## src/rtl/three_d_memory_ecc_corrector.sv

```systemverilog
// three_d_memory_ecc_corrector
// Two-stage streaming SEC decoder for the 16-bit 3D-memory ECC codeword
// (8 data bits, 4 layer-parity, 2 bit-parity, 1 overall-parity, bit 15 spare).
// Ports:
//   clk, rst           : clock, synchronous active-high reset
//   in_valid/in_ready  : input handshake, codeword_in = received codeword
//   out_valid/out_ready: output handshake for the result registers
//   data_out           : corrected data (raw data when uncorrectable)
//   error_detected     : any nonzero syndrome
//   error_corrected    : single error repaired, or parity-only error
//   err_pos            : corrected codeword bit index 0..14, 15 = none
//   corrected_count    : saturating count of delivered corrected results
//   uncorr_count       : saturating count of delivered uncorrectable results
//   clear_counts       : synchronous clear of both counters (wins over count)
module three_d_memory_ecc_corrector #(
  parameter int unsigned DATA_WIDTH     = 8,
  parameter int unsigned CODEWORD_WIDTH = 16,
  parameter int unsigned COUNT_WIDTH    = 16
) (
  input  logic                      clk,
  input  logic                      rst,
  input  logic                      in_valid,
  output logic                      in_ready,
  input  logic [CODEWORD_WIDTH-1:0] codeword_in,
  output logic                      out_valid,
  input  logic                      out_ready,
  output logic [DATA_WIDTH-1:0]     data_out,
  output logic                      error_detected,
  output logic                      error_corrected,
  output logic [3:0]                err_pos,
  output logic [COUNT_WIDTH-1:0]    corrected_count,
  output logic [COUNT_WIDTH-1:0]    uncorr_count,
  input  logic                      clear_counts
);

  localparam logic [3:0] POS_NONE = 4'd15;

  // Stage 1 registers: raw data plus syndromes
  logic                  r_s1_valid;
  logic [DATA_WIDTH-1:0] r_s1_data;
  logic [3:0]            r_s1_le;
  logic [1:0]            r_s1_be;
  logic                  r_s1_oe;

  logic                  w_s2_ready;
  logic                  w_s1_ready;
  logic                  w_out_hs;
  logic [DATA_WIDTH-1:0] w_in_data;
  logic [3:0]            w_in_le;
  logic [1:0]            w_in_be;
  logic                  w_in_oe;
  logic                  w_unused_bit15;

  logic [6:0]            w_syn;
  logic [DATA_WIDTH-1:0] w_fix_data;
  logic                  w_fix_det;
  logic                  w_fix_cor;
  logic [3:0]            w_fix_pos;

  // Ready chain: each stage can load when empty or when its consumer drains
  assign w_s2_ready = !out_valid || out_ready;
  assign w_s1_ready = !r_s1_valid || w_s2_ready;
  assign in_ready   = w_s1_ready && !rst;
  assign w_out_hs   = out_valid && out_ready;

  // Syndromes: stored parity XOR recomputed parity
  assign w_in_data = codeword_in[DATA_WIDTH-1:0];
  assign w_in_le   = codeword_in[11:8] ^ {w_in_data[7] ^ w_in_data[6],
                                          w_in_data[5] ^ w_in_data[4],
                                          w_in_data[3] ^ w_in_data[2],
                                          w_in_data[1] ^ w_in_data[0]};
  assign w_in_be   = codeword_in[13:12] ^
                     {w_in_data[1] ^ w_in_data[3] ^ w_in_data[5] ^ w_in_data[7],
                      w_in_data[0] ^ w_in_data[2] ^ w_in_data[4] ^ w_in_data[6]};
  assign w_in_oe   = codeword_in[14] ^ (^w_in_data);
  assign w_unused_bit15 = codeword_in[15];

  // Stage 1 capture
  always_ff @(posedge clk) begin
    if (rst) begin
      r_s1_valid <= 1'b0;
      r_s1_data  <= '0;
      r_s1_le    <= '0;
      r_s1_be    <= '0;
      r_s1_oe    <= 1'b0;
    end else if (w_s1_ready) begin
      r_s1_valid <= in_valid;
      if (in_valid) begin
        r_s1_data <= w_in_data;
        r_s1_le   <= w_in_le;
        r_s1_be   <= w_in_be;
        r_s1_oe   <= w_in_oe;
      end
    end
  end

  // Syndrome bit i maps to codeword parity bit 8+i
  assign w_syn = {r_s1_oe, r_s1_be, r_s1_le};

  // Classification and correction
  always_comb begin
    w_fix_data = r_s1_data;
    w_fix_det  = |w_syn;
    w_fix_cor  = 1'b0;
    w_fix_pos  = POS_NONE;
    if (w_syn == 7'd0) begin
      w_fix_det = 1'b0;
    end else if ($onehot(r_s1_le) && $onehot(r_s1_be) && r_s1_oe) begin
      // Layer and bit-lane syndromes intersect at the failing data bit
      for (int l = 0; l < 4; l++) begin
        for (int b = 0; b < 2; b++) begin
          if (r_s1_le[l] && r_s1_be[b]) begin
            w_fix_pos = 4'(2 * l + b);
          end
        end
      end
      w_fix_data = r_s1_data ^ (DATA_WIDTH'(1) << w_fix_pos[2:0]);
      w_fix_cor  = 1'b1;
    end else if ($onehot(w_syn)) begin
      // Lone syndrome bit: the parity bit itself flipped, data is intact
      for (int i = 0; i < 7; i++) begin
        if (w_syn[i]) begin
          w_fix_pos = 4'(8 + i);
        end
      end
      w_fix_cor = 1'b1;
    end
  end

  // Stage 2 result registers, held while stalled
  always_ff @(posedge clk) begin
    if (rst) begin
      out_valid       <= 1'b0;
      data_out        <= '0;
      error_detected  <= 1'b0;
      error_corrected <= 1'b0;
      err_pos         <= POS_NONE;
    end else if (w_s2_ready) begin
      out_valid <= r_s1_valid;
      if (r_s1_valid) begin
        data_out        <= w_fix_data;
        error_detected  <= w_fix_det;
        error_corrected <= w_fix_cor;
        err_pos         <= w_fix_pos;
      end
    end
  end

  // Event counters advance on delivered results only, saturating at all-ones
  always_ff @(posedge clk) begin
    if (rst || clear_counts) begin
      corrected_count <= '0;
      uncorr_count    <= '0;
    end else if (w_out_hs) begin
      if (error_corrected && (corrected_count != '1)) begin
        corrected_count <= corrected_count + COUNT_WIDTH'(1);
      end
      if (error_detected && !error_corrected && (uncorr_count != '1)) begin
        uncorr_count <= uncorr_count + COUNT_WIDTH'(1);
      end
    end
  end

endmodule
```

## config.mk

```make
export PLATFORM = sky130hd
export DESIGN_NAME = three_d_memory_ecc_corrector
export DESIGN_NICKNAME = d
export VERILOG_FILES = /design/src/rtl/three_d_memory_ecc_corrector.sv
export SDC_FILE = /design/constraint.sdc
export NUM_CORES = 1
export LEC_CHECK = 0
export ABC_AREA = 1
export BUFFER_PORTS_ARGS = -buffer_cell sky130_fd_sc_hd__buf_2
export CAP_MARGIN = 20
export CORE_MARGIN = 5
export CORE_UTILIZATION = 50
export CTS_CLUSTER_DIAMETER = 80
export DETAILED_ROUTE_END_ITERATION = 12
export GPL_TIMING_DRIVEN = 0
export MAX_ROUTING_LAYER = met4
export PLACE_DENSITY_LB_ADDON = 0.08
export SLEW_MARGIN = 20
export SYNTH_ARGS = -nofsm -noshare
export SYNTH_HDL_FRONTEND = slang
export SYNTH_SLANG_ARGS = --single-unit
```

## constraint.sdc

```tcl
create_clock -name clk -period 2.98 [get_ports clk]
set_input_delay 0.298 -clock clk [delete_from_list [all_inputs] [get_ports clk]]
set_output_delay 0.298 -clock clk [all_outputs]
set_load 0.02 [all_outputs]
```

==> results of run 1 <==
flip-flops by register name (all words and copies together) (netlist names):
| register | count |
|---|---|
| corrected_count | 16 |
| data_out | 8 |
| err_pos | 4 |
| error_corrected | 1 |
| error_detected | 1 |
| out_valid | 1 |
| r_s1_be | 2 |
| r_s1_data | 8 |
| r_s1_le | 4 |
| r_s1_oe | 1 |
| r_s1_valid | 1 |
| uncorr_count | 16 |
worst register-to-register path: cells and delay by family (launching register included):
kind / cells / cell delay [ns]
DFF: 1 / 0.35
adders and majority gates: 5 / 1.88
and+or+nand+nor: 7 / 0.52
AOI/OAI and AO/OA: 1 / 0.07
final cells by class:
class / instances / area (sq um) / area share
Clock buffer: 12 / 145 / 0.0335
Inverter: 62 / 233 / 0.0537
Sequential cell: 63 / 1270 / 0.293
Timing Repair Buffer: 69 / 350 / 0.0809
Buffer: 14 / 82.6 / 0.0191
Clock inverter: 4 / 45.0 / 0.0104
Multi-Input combinational cell: 413 / 2080 / 0.481
Tap cell: 99 / 124 / 0.0286
how the worst max path moves through the flow:
stage	startpoint	to	slack [ns]
4_1_cts	r_s1_le[1]$_SDFFE_PP0P_	err_pos[1]$_SDFFE_PP1P_	-0.003
5_1_grt	r_s1_le[0]$_SDFFE_PP0P_	err_pos[1]$_SDFFE_PP1P_	-0.14
3_3_place_gp	r_s1_le[0]$_SDFFE_PP0P_	err_pos[1]$_SDFFE_PP1P_	-0.05
3_5_place_dp	r_s1_le[0]$_SDFFE_PP0P_	err_pos[1]$_SDFFE_PP1P_	-0.15
2_1_floorplan	r_s1_le[0]$_SDFFE_PP0P_	err_pos[1]$_SDFFE_PP1P_	0.14
6_report	r_s1_le[0]$_SDFFE_PP0P_	err_pos[1]$_SDFFE_PP1P_	0.05
what timing repair did:
item	4_1_cts	5_1_grt
pin swaps	3	3
buffers inserted	1	1
resized for setup	10	1
hold endpoints to repair	0	0
endpoints found under the setup margin	3	2
gates cloned	0	0
Yosys cell counts (all sizes together):
library cell,number,area share
xor2,14,0.034
inv,62,0.064
nand3,37,0.052
nor2,66,0.072
a21boi,1,0.0021
o21ai,31,0.046
or2,1,0.0017
xnor2,20,0.048
o22ai,1,0.0017
nand2,166,0.17
clkbuf,10,0.010
fa,3,0.017
nand4,7,0.012
buf,4,0.012
ha,8,0.028
o31ai,1,0.0021
a21oi,54,0.074
nor3,3,0.0041
dfxtp,63,0.35
logic make-up after synthesis:
logic type / share of synthesized area
and+or+nand+nor: 0.315
AOI/OAI and AO/OA: 0.126
DFF: 0.347
buffers and inverters: 0.0867
adders and majority gates: 0.0440
xor gates and xnor gates: 0.0818
power by group through the flow:
stage	registers, mW	logic [mW]	clock network [mW]
floorplan	0.931	0.215	0
global placement	0.918	0.312	0
detailed placement	0.920	0.321	0
CTS	0.901	0.335	0.743
global route	0.903	0.389	0.786
finish	0.899	0.337	0.728
metal layers:
layer / global-route usage / routed length [microns]
met1: 0.238 / 3860
met2: 0.363 / 4370
met3: 0.0339 / 357
met4: 0.0962 / 217
met5: - / 0
per-stage QoR:
step           setup TNS, ns  instance area, sq um
6_report                   0                  4330
5_1_grt               -0.193                  4330
4_1_cts             -0.00302                  4320
3_5_place_dp          -0.301                  4100
3_3_place_gp         -0.0772                  4100
2_1_floorplan              0                  3640
==> impl_metrics.env, run 1 <==
export IMPL_status="completed"
export IMPL_hold_path_startpoint="codeword_in[10]"
export IMPL_synth_cells=552
export IMPL_cp_depth=13
export IMPL_pre_cts_slack_ns=-0.146
export IMPL_cts_reportedPaths_clkPinSlew_ns=0.06
export IMPL_worst_r2r_path_cells=13
export IMPL_avgViaCountPerCell=4.91
export IMPL_route_vias_total=3614
export IMPL_cts_tree="yes"
export IMPL_combinationalPowerShare=0.171
export IMPL_top_level_ports=69
export IMPL_postLayoutCoreUtil=0.604
export IMPL_mostFrequentLayoutCells="nand2_1, buf_2, nor2_1"
export IMPL_final_period_utilization=0.982
export IMPL_cp_data_required_time_ns=3.20
export IMPL_antenna_found_initial=0
export IMPL_cts_htree_levels=3
export IMPL_timing_rr_end="err_pos[1]$_SDFFE_PP1P_"
export IMPL_cts_sink_count=63
export IMPL_place_port_buffers=67
export IMPL_synth_seq_cells=63
export IMPL_row_count=31
export IMPL_reg2reg_setup_slack_ns=0.05
export IMPL_clk_latency_ns=0.34
export IMPL_ctsLongestPathBuffers=2
export IMPL_critPathCaptureType="flop"
export IMPL_drc_errors=0
export IMPL_crit_fanout=3
export IMPL_grt_pass1_vias=3350
export IMPL_syn_mean_instance_area_sq_um=6.59
export IMPL_leakage_nw=1.95
export IMPL_worst_hold_slack_ns=0.245
export IMPL_finalClockSkew_ns=0.00939
export IMPL_synth_cell_area_sq_um=3640
export IMPL_dp_cells=718
export IMPL_worstPathCellList="fa_1 > ha_4 > fa_1 > ha_2 > fa_2 > nor2_1 > nand2_1 > nor2_2 > nand2_1 > nand2_1 > nand2_1 > o21ai_1 > nand2_1"
export IMPL_final_cell_count_without_fillers=736
export IMPL_grt_pass1_wl_microns=14700
export IMPL_crit_arrival_ns=3.14
export IMPL_crit_top_cell="nand2_1"
export IMPL_final_min_clock_period_ns=2.93
export IMPL_cts_root_buf="clkbuf_8"
export IMPL_power_share_switching=0.283
export IMPL_detail_route_antenna_nets=0
export IMPL_setup_violations=0
export IMPL_die_h_microns=95.3
export IMPL_reg2reg_from="r_s1_le[0]$_SDFFE_PP0P_"
export IMPL_synthesis_yosys_warnings=0
export IMPL_pwr_density_cell_nw_per_um2=453
export IMPL_peak_per_stage_delay_on_the_critical_path_ns=0.58
export IMPL_path_buf_inv=0
export IMPL_ys_types=25
export IMPL_drt_first_iter_violations=99
export IMPL_die_area_sq_um=9080
export IMPL_cpLargestDelayFamily="adder cells"
export IMPL_finalMaxSlewViolations=0
export IMPL_critical_path_slowest_cell="fa_1"
export IMPL_timing_fmax_mhz=342
export IMPL_internal_power_mw=1.41
export IMPL_cts_hold_buffers_added=0
export IMPL_total_iterations_of_the_first_detailed_routing_run=4
export IMPL_post_route_worst_setup_slack_ns=0.0527
export IMPL_grt_start_max_net_pins=11
export IMPL_holdPathEnd="r_s1_le[2]$_SDFFE_PP0P_"
export IMPL_max_cap_violations=0
export IMPL_irDropWorstVdd_v=0.000230
export IMPL_grt_remaining_overflow=0
export IMPL_cts_buffers=9
export IMPL_timing_hold_violations_final=0
export IMPL_power_total_mw=1.96
export IMPL_layout_filler_cells=713
export IMPL_route_detailed_wl_per_inst_microns=12.0
export IMPL_gp_congestion=0.892
export IMPL_timing_hold_worst_class="primary input to flop"
export IMPL_place_detailed_hpwl_microns=6820
export IMPL_layout_commonest_cell="nand2_1"
export IMPL_p_sw_mw=0.557
export IMPL_tightestPinTransition_ns=0.514
export IMPL_final_layout_size_suffix_gt1_frac=0.166
export IMPL_rsz0062_at_grt="yes"
export IMPL_final_net_count=664
export IMPL_seqPwrFrac=0.458
export IMPL_fp_coreArea_sq_um=7180
export IMPL_totalWireLength_microns=8810
export IMPL_pwr_share_clk=0.371
export IMPL_critical_path_class="flop to flop"
export IMPL_hold_path_cell_count=3
export IMPL_worst_setup_path_start_kind="flop"
export IMPL_gr_usage_all_layers=0.210
export IMPL_syn_to_final_growth_pct=19.1
export IMPL_synth_seq_area_share=0.347
export IMPL_floorplan_initialDensity=0.507
export IMPL_maxSlewHeadroom=0.657
export IMPL_diode_insertion_count_for_antenna_repair=0
export IMPL_dieWidth_microns=95.3
export IMPL_synth_fp_nets=584
Power figures use the tool's default switching activity.
==> run 2, diff against run 1 <==
- ABC_AREA: 1 -> unset
==> impl_metrics.env, run 2 <==
export IMPL_ys_types=59
export IMPL_route_vias_total=2991
export IMPL_synth_top_area_frac=0.374
export IMPL_gp_congestion=0.833
export IMPL_highest_signal_layer="met4"
export IMPL_holdPathEnd="r_s1_valid$_SDFFE_PP0N_"
export IMPL_cts_htree_levels=3
export IMPL_pwr_density_cell_nw_per_um2=491
export IMPL_irDropWorstVdd_v=0.000278
export IMPL_maxSlewHeadroom=0.487
export IMPL_synth_cell_area_sq_um=3370
export IMPL_detail_route_antenna_nets=0
export IMPL_synth_seq_area_share=0.374
export IMPL_syn_mean_instance_area_sq_um=8.64
export IMPL_totalWireLength_microns=8000
export IMPL_final_min_clock_period_ns=2.99
export IMPL_final_layout_size_suffix_gt1_frac=0.254
export IMPL_drc_errors=0
export IMPL_worst_r2r_path_cells=9
export IMPL_finalMaxSlewViolations=0
export IMPL_timing_hold_violations_final=0
export IMPL_hold_path_startpoint="in_valid"
export IMPL_grt_start_max_net_pins=12
export IMPL_floorplan_initialDensity=0.504
export IMPL_postSynth_asyncResetShare=0
export IMPL_timing_fmax_mhz=335
export IMPL_hold_path_cell_count=3
export IMPL_synth_cells=390
export IMPL_pre_cts_slack_ns=-0.188
export IMPL_timing_rr_end="err_pos[1]$_SDFFE_PP1P_"
export IMPL_reg2reg_setup_slack_ns=-0.006
export IMPL_crit_arrival_ns=3.22
export IMPL_timing_hold_worst_class="primary input to flop"
export IMPL_cts_sink_count=63
export IMPL_final_net_count=503
export IMPL_reg2reg_from="r_s1_le[1]$_SDFFE_PP0P_"
export IMPL_post_route_worst_setup_slack_ns=-0.00559
export IMPL_cts_tree="yes"
export IMPL_crit_fanout=3
export IMPL_postLayoutCoreUtil=0.610
export IMPL_clk_latency_ns=0.33
export IMPL_worst_setup_path_start_kind="flop"
export IMPL_leakage_nw=1.51
export IMPL_rsz0062_at_grt="yes"
export IMPL_die_h_microns=92.1
export IMPL_placedInstanceArea_sq_um=3810
export IMPL_place_port_buffers=67
export IMPL_drt_met1_wl_microns=3450
export IMPL_finish_instance_area_sq_um=4070
export IMPL_cts_buffers=9
export IMPL_synth_seq_cells=63
export IMPL_synth_top_cells_by_area="dfxtp_1, xnor2_1, nor2_1"
export IMPL_setup_violations=1
export IMPL_critical_path_class="flop to flop"
export IMPL_drt_first_iter_violations=73
export IMPL_dieWidth_microns=92.1
export IMPL_diode_insertion_count_for_antenna_repair=0
export IMPL_synthMostInstantiatedCell="dfxtp_1"
export IMPL_biggestRegsByFlops="corrected_count: 16 flops, uncorr_count: 16 flops"
export IMPL_finalClockSkew_ns=0.00526
export IMPL_place_detailed_hpwl_microns=6210
export IMPL_synthesis_yosys_warnings=0
export IMPL_grt_pass1_wl_microns=13200
export IMPL_max_cap_violations=0
export IMPL_synth_fp_nets=422
export IMPL_wl_met3_microns=355
export IMPL_avgViaCountPerCell=5.38
export IMPL_synth_edff_count=0
export IMPL_cp_data_required_time_ns=3.21
export IMPL_final_period_utilization=1.00
export IMPL_cts_hold_buffers_added=0
export IMPL_ctsLongestPathBuffers=2
export IMPL_failed_checks="setup timing"
export IMPL_synth_flop_cell="dfxtp_1"
export IMPL_yosys_top_cells_count="dfxtp_1, nor2_1, nand2_1, xnor2_1, a21oi_1"
export IMPL_gr_usage_all_layers=0.199
export IMPL_route_met2_wl_microns=4080
export IMPL_die_area_sq_um=8480
export IMPL_mostFrequentLayoutCells="buf_2, dfxtp_1, nor2_1"
export IMPL_worst_hold_slack_ns=0.228
export IMPL_layout_commonest_cell="buf_2"
export IMPL_route_detailed_wl_per_inst_microns=14.4
export IMPL_antenna_found_initial=0
export IMPL_yosys_area_top_type="dfxtp_1"
export IMPL_status="finished, violations left"
export IMPL_cts_reportedPaths_clkPinSlew_ns=0.07
export IMPL_fp_coreArea_sq_um=6680
export IMPL_power_total_mw=2.00
export IMPL_grt_pass1_vias=2800
export IMPL_total_iterations_of_the_first_detailed_routing_run=4
export IMPL_cts_root_buf="clkbuf_8"
export IMPL_top_level_ports=69
export IMPL_syn_to_final_growth_pct=20.9
export IMPL_row_count=30
export IMPL_tightestPinTransition_ns=0.762
export IMPL_critPathCaptureType="flop"
export IMPL_grt_remaining_overflow=0
-- run 2: cell types whose count changed in the layout (fill, tap and decap cells not counted), moves of 5 or more --
cell / delta
nand2_1: -117
inv_1: -48
a21oi_1: -33
nand3_1: -24
o21ai_0: -21
xnor2_1: +21
nor2_1: -13
a211oi_1: +7
nor4_1: +7
nor4_2: +7
xor2_1: -6
nor3_1: +5
-- run 2: how the worst max path moves through the flow --
| stage | from | to | slack (ns) | cells past startpoint |
|---|---|---|---|---|
| floorplan | r_s1_le[3]$_SDFFE_PP0P_ | err_pos[1]$_SDFFE_PP1P_ | 0.004 | 10 |
| global placement | r_s1_le[3]$_SDFFE_PP0P_ | err_pos[1]$_SDFFE_PP1P_ | -0.15 | 10 |
| detailed placement | r_s1_le[3]$_SDFFE_PP0P_ | err_pos[1]$_SDFFE_PP1P_ | -0.19 | 10 |
| CTS | r_s1_le[1]$_SDFFE_PP0P_ | err_pos[2]$_SDFFE_PP1P_ | -0.006 | 9 |
| global route | r_s1_le[1]$_SDFFE_PP0P_ | err_pos[1]$_SDFFE_PP1P_ | -0.1 | 9 |
| finish | r_s1_le[1]$_SDFFE_PP0P_ | err_pos[1]$_SDFFE_PP1P_ | -0.006 | 9 |
-- run 2: layout make-up --
type                    instances  area [sq um]
inverters                      11          41.3
well taps                      80           100
multi-input cells             301          2030
repair buffers                 70           358
flip-flops and latches         63          1270
clock buffers                  11           151
clock inverters                 5          56.3
fillers                       604          2610
plain buffers                  15          63.8
-- run 2: critical path, cell delays in order, from the launching register on --
cell	delay, ns
dfxtp_4	0.35
fa_1	0.58
ha_4	0.22
fa_1	0.48
ha_2	0.17
fa_2	0.41
nand3b_1	0.21
o22ai_1	0.13
a31oi_1	0.10
or2_4	0.24
-- run 2: where the power goes --
group	switching (mW)	internal, mW
clock	0.329	0.430
combinational	0.194	0.143
sequential	0.0322	0.873
total	0.555	1.45
-- run 2: repair_timing --
action | CTS | global route
hold endpoints to repair | 0 | 0
gates resized for setup | 8 | 0
setup buffers | 3 | 0
endpoints found under the setup margin | 3 | 3
pin swaps | 6 | 3
-- run 2: logic make-up after synthesis --
| logic type | synth area share |
|---|---|
| muxes | 0.00297 |
| buffers and inverters | 0.0312 |
| adders and majority gates | 0.0475 |
| DFF | 0.374 |
| xor gates and xnor gates | 0.130 |
| AOI/OAI and AO/OA | 0.121 |
| and+or+nand+nor | 0.293 |
-- run 2: metal layers --
metal / vias to the layer above / global-route usage
met5: - / -
met1: 1378 / 0.230
li1: 1549 / -
met4: 0 / 0.0582
met2: 57 / 0.340
met3: 7 / 0.0509
-- run 2: per-stage QoR --
stage / setup TNS, ns / cells
global placement: -0.257 / 537
floorplan: 0 / 390
CTS: -0.00631 / 556
finish: -0.00559 / 556
global route: -0.179 / 556
detailed placement: -0.396 / 537
